--- src/rtl/bytemask_pkg.sv ---
// Shared encodings for the byte-masked memory requester: access sizes,
// FSM states and the per-word byte-enable width.
package bytemask_pkg;

  localparam int MASK_W = 4;

  localparam logic [1:0] SIZE_B = 2'd0;
  localparam logic [1:0] SIZE_H = 2'd1;
  localparam logic [1:0] SIZE_W = 2'd2;
  localparam logic [1:0] SIZE_X = 2'd3;

  typedef enum logic [2:0] {
    ST_IDLE,
    ST_ACC0,
    ST_ACC1,
    ST_CAP,
    ST_RESP
  } state_e;

  // Right-justified byte-enable pattern for an access of the given size.
  function automatic logic [MASK_W-1:0] size_mask(input logic [1:0] size);
    logic [MASK_W-1:0] m;
    case (size)
      SIZE_B:  m = 4'b0001;
      SIZE_H:  m = 4'b0011;
      SIZE_W:  m = 4'b1111;
      default: m = 4'b0000;
    endcase
    return m;
  endfunction

endpackage

--- src/rtl/bytemask_align.sv ---
// Combinational lane steering: byte offset and size to a two-word mask and
// shifted store data, and a two-word read window back to extended load data.
module bytemask_align
  import bytemask_pkg::*;
(
  input  logic [1:0]          off_i,
  input  logic [1:0]          size_i,
  input  logic                uns_i,
  input  logic [31:0]         wdata_i,
  input  logic [31:0]         hi_i,
  input  logic [31:0]         lo_i,
  output logic [2*MASK_W-1:0] m8_o,
  output logic                cross_o,
  output logic [63:0]         d64_o,
  output logic [31:0]         ld_o
);

  logic [31:0] sh;

  assign m8_o    = {{MASK_W{1'b0}}, size_mask(size_i)} << off_i;
  assign cross_o = |m8_o[2*MASK_W-1:MASK_W];
  assign d64_o   = {32'b0, wdata_i} << {off_i, 3'b000};
  assign sh      = 32'({hi_i, lo_i} >> {off_i, 3'b000});

  always_comb begin
    ld_o = sh;
    case (size_i)
      SIZE_B:  ld_o = {{24{~uns_i & sh[7]}}, sh[7:0]};
      SIZE_H:  ld_o = {{16{~uns_i & sh[15]}}, sh[15:0]};
      default: ld_o = sh;
    endcase
  end

endmodule

--- src/rtl/bytemask_mem_requester.sv ---
// Load/store requester for a byte-masked single-port word memory: masks and
// splits byte-addressed requests, then aligns and extends the read data.
module bytemask_mem_requester
  import bytemask_pkg::*;
#(
  parameter int ADDR_W   = 8,
  parameter bit SPLIT_EN = 1'b1
) (
  input  logic                clk,
  input  logic                rst,
  input  logic                req_valid,
  output logic                req_ready,
  input  logic                req_we,
  input  logic [ADDR_W+1:0]   req_addr,
  input  logic [1:0]          req_size,
  input  logic                req_unsigned,
  input  logic [31:0]         req_wdata,
  output logic                resp_valid,
  input  logic                resp_ready,
  output logic [31:0]         resp_rdata,
  output logic                resp_err,
  output logic                c_en,
  output logic                wr,
  output logic [ADDR_W-1:0]   addr,
  output logic [MASK_W-1:0]   w_mask,
  output logic [31:0]         wr_data,
  input  logic [31:0]         rd_data
);

  state_e              state_q;
  logic                we_q;
  logic [1:0]          off_q;
  logic [1:0]          size_q;
  logic                uns_q;
  logic [31:0]         wdata_q;
  logic [ADDR_W-1:0]   word0_q;
  logic                cross_q;
  logic [31:0]         lo_q;

  logic                c_en_q;
  logic                wr_q;
  logic [ADDR_W-1:0]   addr_q;
  logic [MASK_W-1:0]   w_mask_q;
  logic [31:0]         wr_data_q;
  logic                resp_valid_q;
  logic                resp_err_q;
  logic [31:0]         resp_rdata_q;

  logic                idle;
  logic [1:0]          al_off;
  logic [1:0]          al_size;
  logic [31:0]         al_wdata;
  logic [31:0]         al_hi;
  logic [31:0]         al_lo;
  logic [2*MASK_W-1:0] al_m8;
  logic                al_cross;
  logic [63:0]         al_d64;
  logic [31:0]         al_ld;

  assign idle = (state_q == ST_IDLE);

  // While idle the aligner looks at the incoming request so the first access
  // can be registered on the accepting edge; afterwards it uses the latched copy.
  assign al_off   = idle ? req_addr[1:0] : off_q;
  assign al_size  = idle ? req_size      : size_q;
  assign al_wdata = idle ? req_wdata     : wdata_q;
  assign al_hi    = cross_q ? rd_data : 32'h0;
  assign al_lo    = cross_q ? lo_q    : rd_data;

  bytemask_align u_align (
    .off_i   (al_off),
    .size_i  (al_size),
    .uns_i   (uns_q),
    .wdata_i (al_wdata),
    .hi_i    (al_hi),
    .lo_i    (al_lo),
    .m8_o    (al_m8),
    .cross_o (al_cross),
    .d64_o   (al_d64),
    .ld_o    (al_ld)
  );

  always_ff @(posedge clk) begin
    if (rst) begin
      state_q      <= ST_IDLE;
      we_q         <= 1'b0;
      off_q        <= 2'b0;
      size_q       <= SIZE_B;
      uns_q        <= 1'b0;
      wdata_q      <= 32'h0;
      word0_q      <= '0;
      cross_q      <= 1'b0;
      lo_q         <= 32'h0;
      c_en_q       <= 1'b0;
      wr_q         <= 1'b0;
      addr_q       <= '0;
      w_mask_q     <= '0;
      wr_data_q    <= 32'h0;
      resp_valid_q <= 1'b0;
      resp_err_q   <= 1'b0;
      resp_rdata_q <= 32'h0;
    end else begin
      case (state_q)
        ST_IDLE: begin
          if (req_valid) begin
            we_q    <= req_we;
            off_q   <= req_addr[1:0];
            size_q  <= req_size;
            uns_q   <= req_unsigned;
            wdata_q <= req_wdata;
            word0_q <= req_addr[ADDR_W+1:2];
            cross_q <= al_cross;
            if (req_size == SIZE_X || (al_cross && !SPLIT_EN)) begin
              resp_valid_q <= 1'b1;
              resp_err_q   <= 1'b1;
              resp_rdata_q <= 32'h0;
              state_q      <= ST_RESP;
            end else begin
              c_en_q    <= 1'b1;
              wr_q      <= req_we;
              addr_q    <= req_addr[ADDR_W+1:2];
              w_mask_q  <= req_we ? al_m8[MASK_W-1:0] : '0;
              wr_data_q <= al_d64[31:0];
              state_q   <= ST_ACC0;
            end
          end
        end
        ST_ACC0: begin
          if (cross_q) begin
            addr_q    <= word0_q + ADDR_W'(1);
            w_mask_q  <= we_q ? al_m8[2*MASK_W-1:MASK_W] : '0;
            wr_data_q <= al_d64[63:32];
            state_q   <= ST_ACC1;
          end else begin
            c_en_q    <= 1'b0;
            wr_q      <= 1'b0;
            addr_q    <= '0;
            w_mask_q  <= '0;
            wr_data_q <= 32'h0;
            state_q   <= ST_CAP;
          end
        end
        ST_ACC1: begin
          // rd_data here belongs to the first (low) word access.
          lo_q      <= rd_data;
          c_en_q    <= 1'b0;
          wr_q      <= 1'b0;
          addr_q    <= '0;
          w_mask_q  <= '0;
          wr_data_q <= 32'h0;
          state_q   <= ST_CAP;
        end
        ST_CAP: begin
          resp_valid_q <= 1'b1;
          resp_err_q   <= 1'b0;
          resp_rdata_q <= we_q ? 32'h0 : al_ld;
          state_q      <= ST_RESP;
        end
        ST_RESP: begin
          if (resp_ready) begin
            resp_valid_q <= 1'b0;
            resp_err_q   <= 1'b0;
            resp_rdata_q <= 32'h0;
            state_q      <= ST_IDLE;
          end
        end
        default: begin
          c_en_q       <= 1'b0;
          resp_valid_q <= 1'b0;
          state_q      <= ST_IDLE;
        end
      endcase
    end
  end

  always_ff @(posedge clk) begin
    if (!rst) begin
      assert (!(c_en_q && resp_valid_q));
      assert (!resp_valid_q || state_q == ST_RESP);
    end
  end

  assign req_ready  = idle && !rst;
  assign resp_valid = resp_valid_q;
  assign resp_err   = resp_err_q;
  assign resp_rdata = resp_rdata_q;
  assign c_en       = c_en_q;
  assign wr         = wr_q;
  assign addr       = addr_q;
  assign w_mask     = w_mask_q;
  assign wr_data    = wr_data_q;

endmodule
--- config.mk ---
export PLATFORM = sky130hd
export DESIGN_NAME = bytemask_mem_requester
export DESIGN_NICKNAME = d
export VERILOG_FILES = /design/src/rtl/bytemask_pkg.sv /design/src/rtl/bytemask_align.sv /design/src/rtl/bytemask_mem_requester.sv
export SDC_FILE = /design/constraint.sdc
export NUM_CORES = 1
export LEC_CHECK = 0
export CAP_MARGIN = 20
export CORE_MARGIN = 8
export CORE_UTILIZATION = 40
export CTS_CLUSTER_SIZE = 12
export DETAILED_ROUTE_END_ITERATION = 8
export PLACE_DENSITY = 0.66
export SYNTH_ARGS = -nofsm -noshare
export SYNTH_HDL_FRONTEND = slang
export SYNTH_HIERARCHICAL = 1
export SYNTH_SLANG_ARGS = --single-unit
--- constraint.sdc ---
create_clock -name clk -period 2.98 [get_ports clk]
set_input_delay 0.596 -clock clk [delete_from_list [all_inputs] [get_ports clk]]
set_output_delay 0.596 -clock clk [all_outputs]
set_load 0.01 [all_outputs]
==> results_dict.tcl <==
set metrics [dict create \
    slew_viol_final 0 \
    cpMostUsedCell "nor2_1" \
    synth_area_per_cell_um2 8.845 \
    intPower_mw 6.178 \
    io_buffers 162 \
    post-route-period-util_pct 92.58 \
    clock_latency_ns 0.42 \
    path_buf_inv 1 \
    clk_path_buf_depth 2 \
    antenna_found_initial 1 \
    hold_viol_final 0 \
    tightest_slew_ns 1.069 \
    p_sw_mw 3.958 \
    cts_made_buffers 17 \
    cp_top_family "simple AND/OR/NAND/NOR gates" \
    slew_headroom_pct 28.46 \
    cp.arrival_ns 3.10 \
    setup_tns_ns 0 \
    htree_num_levels 4 \
    cp.required_ns 3.33 \
    r2r-end "resp_rdata[26]" \
    cp-end-kind "register" \
    cp.depth 9 \
    rsz0062_at_grt "no" \
    status "completed" \
    critPathLaunch "state_q[2]" \
    hold_ws_ns 0.4529 \
    firstDrtPassIters 5 \
    grt_pass1_wl_mm 44.64 \
    coreArea_um2 23330 \
    power.total_mw 10.14 \
    slowest_delay_ns 0.81 \
    cts_hold_buffers 0 \
    post-cts-setup-buffers 0 \
    dr_total_vias 8291 \
    num_io_pins 163 \
    cp_max_fo 16 \
    drive_gt1_share_pct 20.63 \
    drv_cap 0 \
    place_congestion 0.8419 \
    cts.clk_slew.worst_paths_ns 0.06 \
    worstPathCellList "nor3_2, buf_4, mux2_2, ha_1, nor2_1, nand2_1, o21ai_0, a22oi_1, nor2_1" \
    hold_path.class "reg2reg" \
    fp.dieArea_um2 28860 \
    wire_per_inst_um 18.89 \
    r2r_start "state_q[2]" \
    clockRootBuffer "clkbuf_16" \
    grt_overflow 0 \
    p_seq_share_pct 28.1 \
    vias_per_cell 5.444 \
    worstSetupStartpointType "register" \
    r2r_setup_slack_ns 0.22 \
    ff2ff_path_depth 9 \
    drc 0 \
    synth_cells 1071 \
    final_common_cell "nand2_1" \
    grt_max_degree 163 \
    gr-usage-all-layers_pct 19.45 \
    ys_warn_count 6 \
    fp.dieW_um 169.9 \
    syn_area_um2 9473 \
    cts_resized 0 \
    slowest_stage "nor2_1" \
    grt_pass1_vias 8086 \
    min_period_ns 2.759 \
    powerDensity_nw_per_um2 847.3 \
    worstSetupPathType "reg2reg" \
    area_growth_pct 26.28 \
    start_util_pct 40.60 \
    clkPwrFrac_pct 22.3 \
    swShare_pct 39.05 \
    clkSinkCount 162 \
    drt_iter0_markers 659 \
    hpwl_mm 19.92 \
    max_clock_freq_mhz 362.5 \
    ir_drop_uv 464.5 \
    fin_nets 1277 \
    crit_end "resp_rdata[26]" \
    num_rows 56 \
    p_leak_nw 4.358 \
    die_h_um 169.9 \
    combPwrFrac_pct 49.6 \
    setup_viol 0 \
    skew_ns 0.008001 \
    mostFrequentLayoutCells "211 x nand2_1, 161 x dfxtp_1, 161 x clkdlybuf4s50_1" \
    wirelength_mm 28.77 \
    cts_tree "built" \
    final_core_util_pct 51.27 \
    drtAntennaViolNets 0 \
]
## worst register-to-register path, stage by stage, from the launching register on
cell and delay (ns):
dfxtp_1 0.32, nor3_2 0.16, buf_4 0.22, mux2_2 0.39
ha_1 0.24, nor2_1 0.81, nand2_1 0.18, o21ai_0 0.16
a22oi_1 0.10, nor2_1 0.10
## routing by layer
layer	share of wire (%)	up-vias	GRT usage [%]	routed length [um]
li1	-	4006	-	-
met1	42	4002	24.17	12230
met2	49	247	33.13	14190
met3	6.5	36	4.842	1862
met4	1.7	0	5.149	486
met5	0	-	0	0
## stage by stage
stage                     std cells  area [um2]  setup WS [ns]
after floorplan                1079        9503         0.1485
after global placement         1489       11350        0.06418
after detailed placement       1489       11350       -0.03466
after CTS                      1521       11960         0.2599
after global routing           1522       11960        0.09194
final                          1523       11960         0.2211
## sequential cells by signal, indices dropped and copies added, names as in the netlist
| signal | count |
|---|---|
| c_en | 1 |
| wr_data | 32 |
| we_q | 1 |
| state_q | 3 |
| wr | 1 |
| off_q | 2 |
| w_mask | 4 |
| uns_q | 1 |
| cross_q | 1 |
| resp_rdata | 32 |
| resp_err | 1 |
| word0_q | 8 |
| lo_q | 32 |
| size_q | 2 |
| resp_valid | 1 |
| wdata_q | 32 |
| addr | 8 |
## worst min-delay path by stage
| stage | from | endpoint | slack [ns] | cells after the start |
|---|---|---|---|---|
| floorplan | lo_q[0] | lo_q[0] | 0.43 | 2 |
| global placement | lo_q[30] | lo_q[30] | 0.44 | 2 |
| detailed placement | wdata_q[4] | wdata_q[4] | 0.44 | 2 |
| CTS | wdata_q[4] | wdata_q[4] | 0.46 | 2 |
| global route | lo_q[29] | lo_q[29] | 0.47 | 2 |
| finish | lo_q[9] | lo_q[9] | 0.45 | 2 |
## area by class of cell
cell class                      count  area, um2
Inverter                            6      22.52
Sequential cell                   162       3244
Timing Repair Buffer              198       2018
Multi-Input combinational cell    804       5668
Antenna cell                        2      5.005
Tap cell                          319      399.1
Clock inverter                     11      125.1
Fill cell                        2162      11370
Clock buffer                       21      480.5
## power groups by stage
stage	sequential, mW	combinational, mW	clock, mW
2_1_floorplan	2.90	3.41	0
6_report	2.85	5.03	2.26
3_5_place_dp	2.89	5.01	0
3_3_place_gp	2.88	4.95	0
5_1_grt	2.90	5.44	2.38
4_1_cts	2.85	5.05	2.30
No activity file was read; power rests on OpenSTA's default activity.
==> RTL edit: new RTL, same flow settings <==
The 5 states of `state_e` get a one-hot encoding in 5 bits.
--- a/src/rtl/bytemask_pkg.sv
+++ b/src/rtl/bytemask_pkg.sv
@@ -10,10 +10,10 @@
   localparam logic [1:0] SIZE_X = 2'd3;
 
-  typedef enum logic [2:0] {
-    ST_IDLE,
-    ST_ACC0,
-    ST_ACC1,
-    ST_CAP,
-    ST_RESP
+  typedef enum logic [4:0] {
+    ST_IDLE = 5'b00001,
+    ST_ACC0 = 5'b00010,
+    ST_ACC1 = 5'b00100,
+    ST_CAP  = 5'b01000,
+    ST_RESP = 5'b10000
   } state_e;
 
Function: same outputs for any inputs over 4 cycles, from zero or initial values and one cycle with rst high; so few cycles prove little.
==> RTL edit against the unedited design <==
- the run now ends with negative setup slack left
- cell count up 2.6%
- highest routed layer unchanged
- worst setup slack got worse by 220 ps
- design area fell by 1.0%
- area after synthesis fell by 2.3%
- routed wire length rose by 4.9%
- sequential cell count is 2 higher
- power increased by 7.1%
- largest power group unchanged
- sequential power about the same
==> RTL edit: results (changes against the unedited design) <==
Parameter                              Value

Drt
  Total via count after detailed routing ... 8924 (was 8291)
  Drt first-iter violations ... 872 (was 659)
  TritonRoute pass-1 iters ... 5 (unchanged)
  Routed Wire Length ... 30.2 mm (was 28.8 mm)
  Number of vias per cell ... 5.71 (was 5.44)

Finish
  Number of antenna diodes ... 0 (was 2)
  Net count of the finished layout ... 1352 (was 1277)
  Share of final-layout standard cells stronger than drive strength 1 ... 0.132 (was 0.206)
  Fill count ... 2123 (was 2162)

Worst hold path
  Min-Delay Path Class ... reg -> reg (unchanged)
  Hold EP ... lo_q[8]$_SDFFE_PP0P_ (was lo_q[9]$_SDFFE_PP0P_)
  Start point of the worst hold path ... lo_q[8]$_SDFFE_PP0P_ (was lo_q[9]$_SDFFE_PP0P_)
  Number of instances on the worst hold path ... 2 (unchanged)

Timing
  Final Worst Setup Slack ... -2.71 ps (was 221 ps)
  Final Skew ... 8.95 ps (was 8.00 ps)
  Total setup violations reported at the end of the flow ... 1 (was 0)
  Max-Slew Margin vs Limit ... 0.473 (was 0.285)

Worst setup path
  Longest individual stage delay on the worst path ... 580 ps (was 810 ps)
  R2r startpoint ... state_q[2]$_SDFFE_PP0P_ (unchanged)
  Gate family responsible for the most delay along the worst path ... simple AND/OR/NAND/NOR gates (unchanged)
  Arrival time worst endpoint ... 3300 ps (was 3100 ps)
  Master of the slowest instance on the critical path ... or4b_4 (was nor2_1)
  Number of cells on the worst reg-to-reg path ... 10 (was 9)
  Capture point of the worst reg-to-reg path ... resp_rdata[27]$_SDFFE_PP0P_ (was resp_rdata[26]$_SDFFE_PP0P_)
  Maximum fanout along the worst path ... 11 (was 16)

Place
  Instance count after placement with tap cells included ... 1526 (was 1489)
  DP HPWL ... 20.8 mm (was 19.9 mm)
  Port Buffers ... 162 (unchanged)
  Worst slack at placement ... 8.29 ps (was -34.7 ps)
  Final RePlAce weighted congestion ... 0.897 (was 0.842)

Clock tree
  Number of buffers inserted during clock tree synthesis ... 17 (unchanged)
  Clock slew at reported path FFs ... 70 ps
  H-tree depth reported by CTS ... 4 (unchanged)
  Worst-Skew Late Latency ... 420 ps (about the same)
  Cell at the root of the clock tree ... clkbuf_16 (unchanged)
  Deepest clock path buffer count ... 2 (unchanged)

GRT
  Total routing resource utilization after global routing ... 0.206 (was 0.194)
  Antenna violations before repair ... 0 (was 1)
  Number of global-route vias before repair ... 8427 (was 8086)
  Maximum number of pins on one net before global-route repair ... 57 (was 163)
  First-pass GRT wire length ... 46.8 mm (was 44.6 mm)

Power and ir drop
  Worst VDD drop ... 0.440 mV (was 0.464 mV)
  Leakage ... 4.52 nW (was 4.36 nW)
  Switch Pwr ... 4.45 mW (was 3.96 mW)

Outcome
  Outcome ... finished with violations (was finished, final reports clean)
  Failing checks ... negative setup slack

Synthesis
  Number of instances in the synthesized netlist ... 1142 (was 1071)
  Yosys synthesis warning count ... 6 (unchanged)
## RTL edit: how the worst max path moves through the flow
stage / cells after the start / from / endpoint
after floorplan: 12 / state_q[2]$_SDFFE_PP0P_ / resp_rdata[29]$_SDFFE_PP0P_
after global placement: 8 / req_addr[0] / resp_rdata[24]$_SDFFE_PP0P_
after detailed placement: 8 / req_addr[0] / resp_rdata[20]$_SDFFE_PP0P_
after CTS: 9 / state_q[2]$_SDFFE_PP0P_ / resp_rdata[20]$_SDFFE_PP0P_
after global routing: 10 / state_q[2]$_SDFFE_PP0P_ / resp_rdata[17]$_SDFFE_PP0P_
final: 10 / state_q[2]$_SDFFE_PP0P_ / resp_rdata[27]$_SDFFE_PP0P_
## RTL edit: what timing repair did
action / in CTS / in global routing
setup endpoints to repair: 1 / 16
setup buffers: 0 / 3
cloned: 0 / 1
pin swaps: 0 / 2
gates resized for setup: 1 / 8
## RTL edit: layer usage
layer | GRT usage | share of wire
met1 | 0.257 | 0.42
met2 | 0.354 | 0.50
met3 | 0.0402 | 0.059
met4 | 0.0613 | 0.019
met5 | 0 | 0
## RTL edit: power groups by stage
stage          Combinational (mW)  Clock [mW]  Sequential, mW
5_1_grt                      6.18        2.45            2.87
4_1_cts                      5.60        2.35            2.84
3_3_place_gp                 5.50           0            2.88
2_1_floorplan                3.63           0            2.91
6_report                     5.69        2.33            2.84
3_5_place_dp                 5.56           0            2.88
## RTL edit: final cells by class
type / count / share of cell area
clock buffers: 19 / 0.0374
clock inverters: 13 / 0.0146
inverters: 11 / 0.00349
multi-input cells: 859 / 0.463
flip-flops and latches: 164 / 0.277
well taps: 285 / 0.0301
repair buffers: 211 / 0.174
## RTL edit: worst reg2reg max path, stage by stage, from the launching register on
cell	delay [ps]
dfxtp_1	310
or4b_4	580
or2_4	300
nand2_1	110
nand2_4	120
mux4_2	480
a222oi_1	270
buf_4	190
clkbuf_4	190
o21ai_0	90
a32o_1	240
## RTL edit: per-stage QoR
step | cell area [um^2] | TNS (ps) | util | power [mW] | hold slack [ps]
after floorplan | 9310 | -2120 | - | 6.54 | 433
after global placement | 11200 | 0 | 0.492 | 8.38 | 438
after detailed placement | 11200 | 0 | 0.492 | 8.44 | 443
after CTS | 11800 | 0 | 0.519 | 10.8 | 454
after global routing | 11800 | -518 | 0.521 | 11.5 | 469
final | 11800 | -2.71 | 0.521 | 10.9 | 452
